<file path="src/rtl/alu_issue_stage.sv">
// alu_issue_stage: command FIFO feeding an external ALU, with a registered valid/ready result stage
// Ports: clk/reset (sync, active-low); cmd_* producer handshake with {op,a,b};
//   alu_*_o head-of-FIFO operands to the ALU, alu_res_i its combinational result;
//   res_* consumer handshake with captured result and op; fifo_count_o occupancy;
//   issued_cnt_o wrapping count of commands retired into the result register.
module alu_issue_stage #(
  parameter int DEPTH = 4,
  parameter int CW    = 16
) (
  input  logic                       clk,
  input  logic                       reset,
  input  logic                       cmd_valid_i,
  output logic                       cmd_ready_o,
  input  logic [2:0]                 cmd_op_i,
  input  logic [7:0]                 cmd_a_i,
  input  logic [7:0]                 cmd_b_i,
  output logic [7:0]                 alu_a_o,
  output logic [7:0]                 alu_b_o,
  output logic [2:0]                 alu_op_o,
  input  logic [7:0]                 alu_res_i,
  output logic                       res_valid_o,
  input  logic                       res_ready_i,
  output logic [7:0]                 res_data_o,
  output logic [2:0]                 res_op_o,
  output logic [$clog2(DEPTH):0]     fifo_count_o,
  output logic [CW-1:0]              issued_cnt_o
);
  localparam int AW = $clog2(DEPTH);
  localparam int NW = AW + 1;
  logic [18:0]   r_mem [DEPTH];
  logic [AW-1:0] r_wr;
  logic [AW-1:0] r_rd;
  logic [NW-1:0] r_count;
  logic          w_push;
  logic          w_pop;
  logic          w_empty;
  logic [18:0]   w_head;
  assign w_empty      = r_count == '0;
  assign cmd_ready_o  = r_count < NW'(DEPTH);
  assign w_push       = cmd_valid_i & cmd_ready_o;
  assign w_pop        = ~w_empty & (~res_valid_o | res_ready_i);
  assign w_head       = r_mem[r_rd];
  assign {alu_op_o, alu_a_o, alu_b_o} = w_empty ? 19'd0 : w_head;
  assign fifo_count_o = r_count;
  // Storage has no reset: stale entries are never visible because the outputs are gated by w_empty.
  always_ff @(posedge clk)
    if (w_push) r_mem[r_wr] <= {cmd_op_i, cmd_a_i, cmd_b_i};
  always_ff @(posedge clk) begin
    if (!reset) begin
      r_wr         <= '0;
      r_rd         <= '0;
      r_count      <= '0;
      res_valid_o  <= 1'b0;
      res_data_o   <= 8'h00;
      res_op_o     <= 3'b000;
      issued_cnt_o <= '0;
    end else begin
      if (w_push) r_wr <= r_wr + AW'(1);
      if (w_pop) begin
        r_rd         <= r_rd + AW'(1);
        res_data_o   <= alu_res_i;
        res_op_o     <= alu_op_o;
        res_valid_o  <= 1'b1;
        issued_cnt_o <= issued_cnt_o + CW'(1);
      end else if (res_ready_i) begin
        res_valid_o  <= 1'b0;
      end
      r_count <= r_count + NW'(w_push) - NW'(w_pop);
    end
  end
endmodule

</file>
<file path="config.mk">
export PLATFORM = sky130hd
export DESIGN_NAME = alu_issue_stage
export DESIGN_NICKNAME = d
export VERILOG_FILES = /design/src/rtl/alu_issue_stage.sv
export SDC_FILE = /design/constraint.sdc
export NUM_CORES = 1
export LEC_CHECK = 0
export CORE_UTILIZATION = 50
export DETAILED_ROUTE_END_ITERATION = 8
export DONT_BUFFER_PORTS = 1
export GPL_ROUTABILITY_DRIVEN = 1
export PLACE_DENSITY = 0.63
export SYNTH_ARGS = -nofsm -noshare
export SYNTH_HDL_FRONTEND = slang
export SYNTH_SLANG_ARGS = --single-unit
</file>
<file path="constraint.sdc">
create_clock -name clk -period 6.6 [get_ports clk]
set_input_delay 1.32 -clock clk [delete_from_list [all_inputs] [get_ports clk]]
set_output_delay 1.32 -clock clk [all_outputs]
set_load 0.05 [all_outputs]
</file>
==> impl_metrics.toml, run 1 <==
[clock_network]
max-clock-path-buffers = 2
postCtsResizedCells = 0
cts_sinks = 113
numCtsBuffers = 17
hold_buffers = 0
clk_latency_ns = 0.50
post_cts_buffers = 0
clkSlewWorstSetupHoldPaths_ns = 0.06
cts_max_level = 4
ctsRootBufferMaster = "clkbuf_8"
cts_tree = "built"

[power]
vdd.ir_drop.worst_mv = 0.221
p_comb_frac = 0.252
power-per-cell-area_nw_per_um2 = 510
leakagePower_nw = 1.81
p_seq_frac = 0.394
sw_frac_of_total = 0.361
power_frac_clock = 0.353
power_w = 0.00266
p_sw_w = 0.000959
internal-power_w = 0.00170

[detailed_routing]
drcViolationCount = 0
wire_per_inst_um = 18.5
dr.pass1.iters = 4
vias = 2396
drt_wl_total_um = 8000
via_per_inst = 5.55
ant_nets = 0
drt_iter0_drc = 125

[final_layout]
nFillCells = 655
n_antenna_cell = 0
fin_area_um2 = 5210
multi_input_area_um2 = 1410
final_common_cell = "edfxtp_1"
stdcell_count = 432
final_nets = 352
post-route-util = 0.598
area_growth_pct = 15.4
drive_above_1_share = 0.151
regArea_um2 = 3020
final_cell_mix = "edfxtp_1, dfxtp_1, and2_1, nand2_1, mux4_2"

[place]
gp_congestion = 0.785
place_area_um2 = 4600
dpl.hpwl_um = 4980
dp.cells = 402
port_buffers = 0

[yosys]
syn_inst = 307
yosysSeqAreaShare = 0.669
synth_edf_count = 76
ys_warn_count = 0
synthDistinctLibCells = 30
synth-main-ff-cell = "edfxtp_1"
async_reset_ff_frac = 0
syn-num-nets = 346
synth.cell_area_um2 = 4520
avgSynthCellArea_um2 = 14.7
ys_ff_latch = 113

[grt]
grt_max_degree = 42
antenna_found_initial = 0
grt_pass1_vias = 2442
grt_util_all_layers = 0.186
globalRoute.totalOverflow = 0
grt_pass1_wl_um = 13000

[worst_setup_path]
crit_fanout = 22
crit_required_ns = 5.28
critPathLaunch = "fifo_count_o[2]"
end_kind = "primary output"
crit_path_start_kind = "flop"
path_class = "flop to primary output"
r2r-start = "fifo_count_o[2]"
critical_path_arrival_ns = 2.42

[timing]
finalCritPeriodShare = 0.566
rsz0062_at_grt = "false"
worst_pin_slew_ns = 1.06
finalHoldViolCount = 0
fmax_mhz = 268
slew_viol_final = 0
skew_ns = 0.00962
setup_viol_count_final = 0
slew_headroom = 0.293
fin_tns_setup_ns = 0
fin_crit_ns = 3.74

[status]
status = "completed"

[floorplan]
io_pins = 82
die_x_um = 97.0
coreArea_um2 = 8720
start_util = 0.518
num_rows = 34
die_h_um = 97.0
die_area_um2 = 9410

[min_path]
min_from = "r_rd[1]"
hp-class = "flop to flop"

[job]
max-cap-violations = 0
==> path summary, 6_finish.rpt <==
check                                        to  slack [ns]  cells past startpoint
worst max register to register  fifo_count_o[2]        2.96                     10
worst max-delay path                 alu_b_o[7]        2.86                      2
worst min-delay path                       flop        0.59                      2
worst min register to register             flop        0.59                      2
==> power by group through the flow <==
stage          sequential, W  clock (W)  combinational, W
2_1_floorplan        0.00103          0          0.000617
3_3_place_gp         0.00106          0          0.000674
3_5_place_dp         0.00106          0          0.000683
4_1_cts              0.00105   0.000948          0.000684
5_1_grt              0.00106   0.000975          0.000734
6_report             0.00105   0.000938          0.000671
==> worst max-delay path, cell delays in order (launching register included) <==
cell	delay, ns
dfxtp_1	0.74
or3_1	0.61
and2_1	0.55
==> state kept, by name (all words and copies together) (netlist names), named ones only <==
| register | cells |
|---|---|
| r_mem | 76 |
| issued_cnt_o | 16 |
| res_data_o | 8 |
| fifo_count_o | 3 |
| res_op_o | 3 |
| r_rd | 2 |
| r_wr | 2 |
| res_valid_o | 1 |
==> kinds of logic after synthesis <==
| group | count (synthesis) | share of synthesized area |
|---|---|---|
| xor gates and xnor gates | 11 | 0.0213 |
| muxes | 24 | 0.106 |
| DFF | 113 | 0.669 |
| AOI/OAI and AO/OA | 22 | 0.0352 |
| and+or+nand+nor | 107 | 0.125 |
| buffers and inverters | 22 | 0.0191 |
| adders and majority gates | 8 | 0.0238 |
==> cell type report <==
type | count | share of cell area
clock inverters | 12 | 0.0367
multi-input cells | 172 | 0.270
well taps | 108 | 0.0259
flip-flops and latches | 113 | 0.580
repair buffers | 1 | 0.00144
inverters | 8 | 0.00576
clock buffers | 18 | 0.0802
==> per-stage QoR <==
step                hold WS [ns]  setup slack (ns)
finish                     0.588              2.86
CTS                        0.595              2.78
global route               0.635              2.49
global placement           0.566              2.87
detailed placement         0.578              2.78
floorplan                  0.550              3.24
==> Yosys cell counts, drive strengths merged, types with 2 or more instances <==
| master | number | share of area |
|---|---|---|
| nor2 | 4 | 0.0033 |
| clkbuf | 11 | 0.0091 |
| nand2 | 35 | 0.029 |
| nor4 | 3 | 0.0042 |
| nor3 | 3 | 0.0044 |
| mux2i | 5 | 0.011 |
| dfxtp | 37 | 0.16 |
| mux4 | 19 | 0.095 |
| and2 | 36 | 0.050 |
| xor2 | 3 | 0.0058 |
| xnor2 | 8 | 0.016 |
| nor2b | 3 | 0.0042 |
| nand4 | 4 | 0.0055 |
| a21boi | 16 | 0.027 |
| nand3 | 8 | 0.0089 |
| nand2b | 6 | 0.0083 |
| buf | 3 | 0.0033 |
| edfxtp | 76 | 0.51 |
| or3 | 3 | 0.0042 |
| inv | 8 | 0.0067 |
| or4 | 2 | 0.0033 |
| ha | 7 | 0.019 |
| o21ai | 2 | 0.0022 |
==> routing by layer <==
| layer | track usage | vias up | routed length (µm) |
|---|---|---|---|
| li1 | - | 1133 | - |
| met1 | 0.235 | 1186 | 3490 |
| met2 | 0.287 | 68 | 3850 |
| met3 | 0.0730 | 9 | 562 |
| met4 | 0.0792 | 0 | 93 |
| met5 | 0 | - | 0 |
Note: power is estimated with default switching activity, not from simulation.
==> run 2: changes to the inputs <==
Settings changed: PLACE_DENSITY 0.63 to 0.66.
Clock period 6.6 ns to 3.3 ns, I/O delays scaled along.
==> impl_metrics.toml, run 2 (same netlist as run 1, synthesis figures left out) <==
[worst_setup_path]
crit_path_start_kind = "flop"
endpoint = "alu_op_o[2]"
cp_slowest_cell = "mux4_2"
end_kind = "primary output"
rr_endpoint = "fifo_count_o[2]"
rrSetupSlack_ns = 0.88
crit_fanout = 19
crit_required_ns = 2.64
r2r_cells = 11
critical_path_arrival_ns = 2.08
cp_slowest_stage_delay_ns = 0.58
crit_chain = "buf_4 -> mux4_2 -> and2_1"
path_class = "flop to primary output"
r2r-start = "fifo_count_o[0]"

[power]
power-per-cell-area_nw_per_um2 = 1010
vdd.ir_drop.worst_mv = 0.572
leakagePower_nw = 1.90

[detailed_routing]
dr.pass1.iters = 4
drt_wl_total_um = 8080
drcViolationCount = 0
drt_iter0_drc = 81
ant_nets = 0
wire_per_inst_um = 18.0
via_per_inst = 5.41
vias = 2435

[clock_network]
cts_sinks = 113
post_cts_buffers = 0
postCtsResizedCells = 0
numCtsBuffers = 17
hold_buffers = 0
ctsRootBufferMaster = "clkbuf_8"
clk_latency_ns = 0.49
cts_tree = "built"
cts_max_level = 4
clkSlewWorstSetupHoldPaths_ns = 0.05
max-clock-path-buffers = 2

[final_layout]
top_regs = "r_mem: 76 flops, issued_cnt_o: 16 flops, res_data_o: 8 flops"
largest_reg_flops = 76
post-route-util = 0.612
final_nets = 368
fin_area_um2 = 5340
nFillCells = 651
n_antenna_cell = 0
final_common_cell = "edfxtp_1"
drive_above_1_share = 0.187
regMostFlops = "r_mem"
area_growth_pct = 18.2
final_cell_mix = "edfxtp_1, dfxtp_1, and2_1, nand2_1, mux4_2"

[timing]
fin_hold_ws_ns = 0.260
slew_viol_final = 0
worst_pin_slew_ns = 0.869
fmax_mhz = 365
skew_ns = 0.00817
fin_tns_setup_ns = 0
slew_headroom = 0.415
rsz0062_at_grt = "false"
finalCritPeriodShare = 0.830
finalHoldViolCount = 0
fin_crit_ns = 2.74
setup_viol_count_final = 0

[grt]
grt_max_degree = 42
grt_util_all_layers = 0.188
globalRoute.totalOverflow = 0
grt_pass1_wl_um = 13100
antenna_found_initial = 0
grt_pass1_vias = 2491

[place]
gp_congestion = 0.729
dpl.hpwl_um = 5020
place_area_um2 = 4720
port_buffers = 0

[floorplan]
die_h_um = 97.0
coreArea_um2 = 8720
die_x_um = 97.0
start_util = 0.518
die_area_um2 = 9410
io_pins = 82
num_rows = 34

[status]
status = "completed"

[min_path]
min_from = "cmd_b_i[3]"
hold_depth = 0
hp-class = "input port to flop"

[job]
max-cap-violations = 0
## run 2: cell types whose count changed in the layout (fill, tap and decap cells not counted), sizes merged
cell and change:
clkinv +2, clkinvlp -2, buf +16, clkbuf +2
## run 2: final cells by class
class / instances / area (µm²) / share of cell area
Timing Repair Buffer: 17 / 128 / 0.0239
Sequential cell: 113 / 3020 / 0.566
Multi-Input combinational cell: 172 / 1410 / 0.264
Inverter: 8 / 30.0 / 0.00563
Clock inverter: 12 / 189 / 0.0354
Clock buffer: 20 / 425 / 0.0797
Tap cell: 108 / 135 / 0.0253
## run 2: metrics by stage
step	std cells	setup slack (ns)	power, W
after floorplan	307	0.465	0.00329
after global placement	418	0.803	0.00355
after detailed placement	418	0.789	0.00359
after CTS	450	0.484	0.00548
after global routing	450	0.431	0.00565
final	450	0.560	0.00542
## run 2: worst min-delay path by stage
stage                        to
floorplan                  flop
global placement        r_rd[1]
detailed placement         flop
CTS                 r_mem[1][3]
global route        r_mem[0][0]
finish              r_mem[1][3]
## run 2: routing by layer
metal	up-vias	GRT usage	wire [µm]
li1	1159	-	-
met5	-	0	0
met4	0	0.0792	44
met3	2	0.0737	436
met1	1219	0.221	3530
met2	55	0.309	4070
## run 2: power by group
| group | internal, W | switching [W] |
|---|---|---|
| sequential | 0.00171 | 0.000231 |
| clock | 0.00129 | 0.000581 |
| combinational | 0.000470 | 0.00113 |
## run 2: critical path, delay by kind of cell, from the launching register on
family                 cells  cell delay (ns)
flip-flops                 1             0.30
buffers and inverters      1             0.35
AND/OR/NAND/NOR            1             0.36
multiplexers               1             0.58
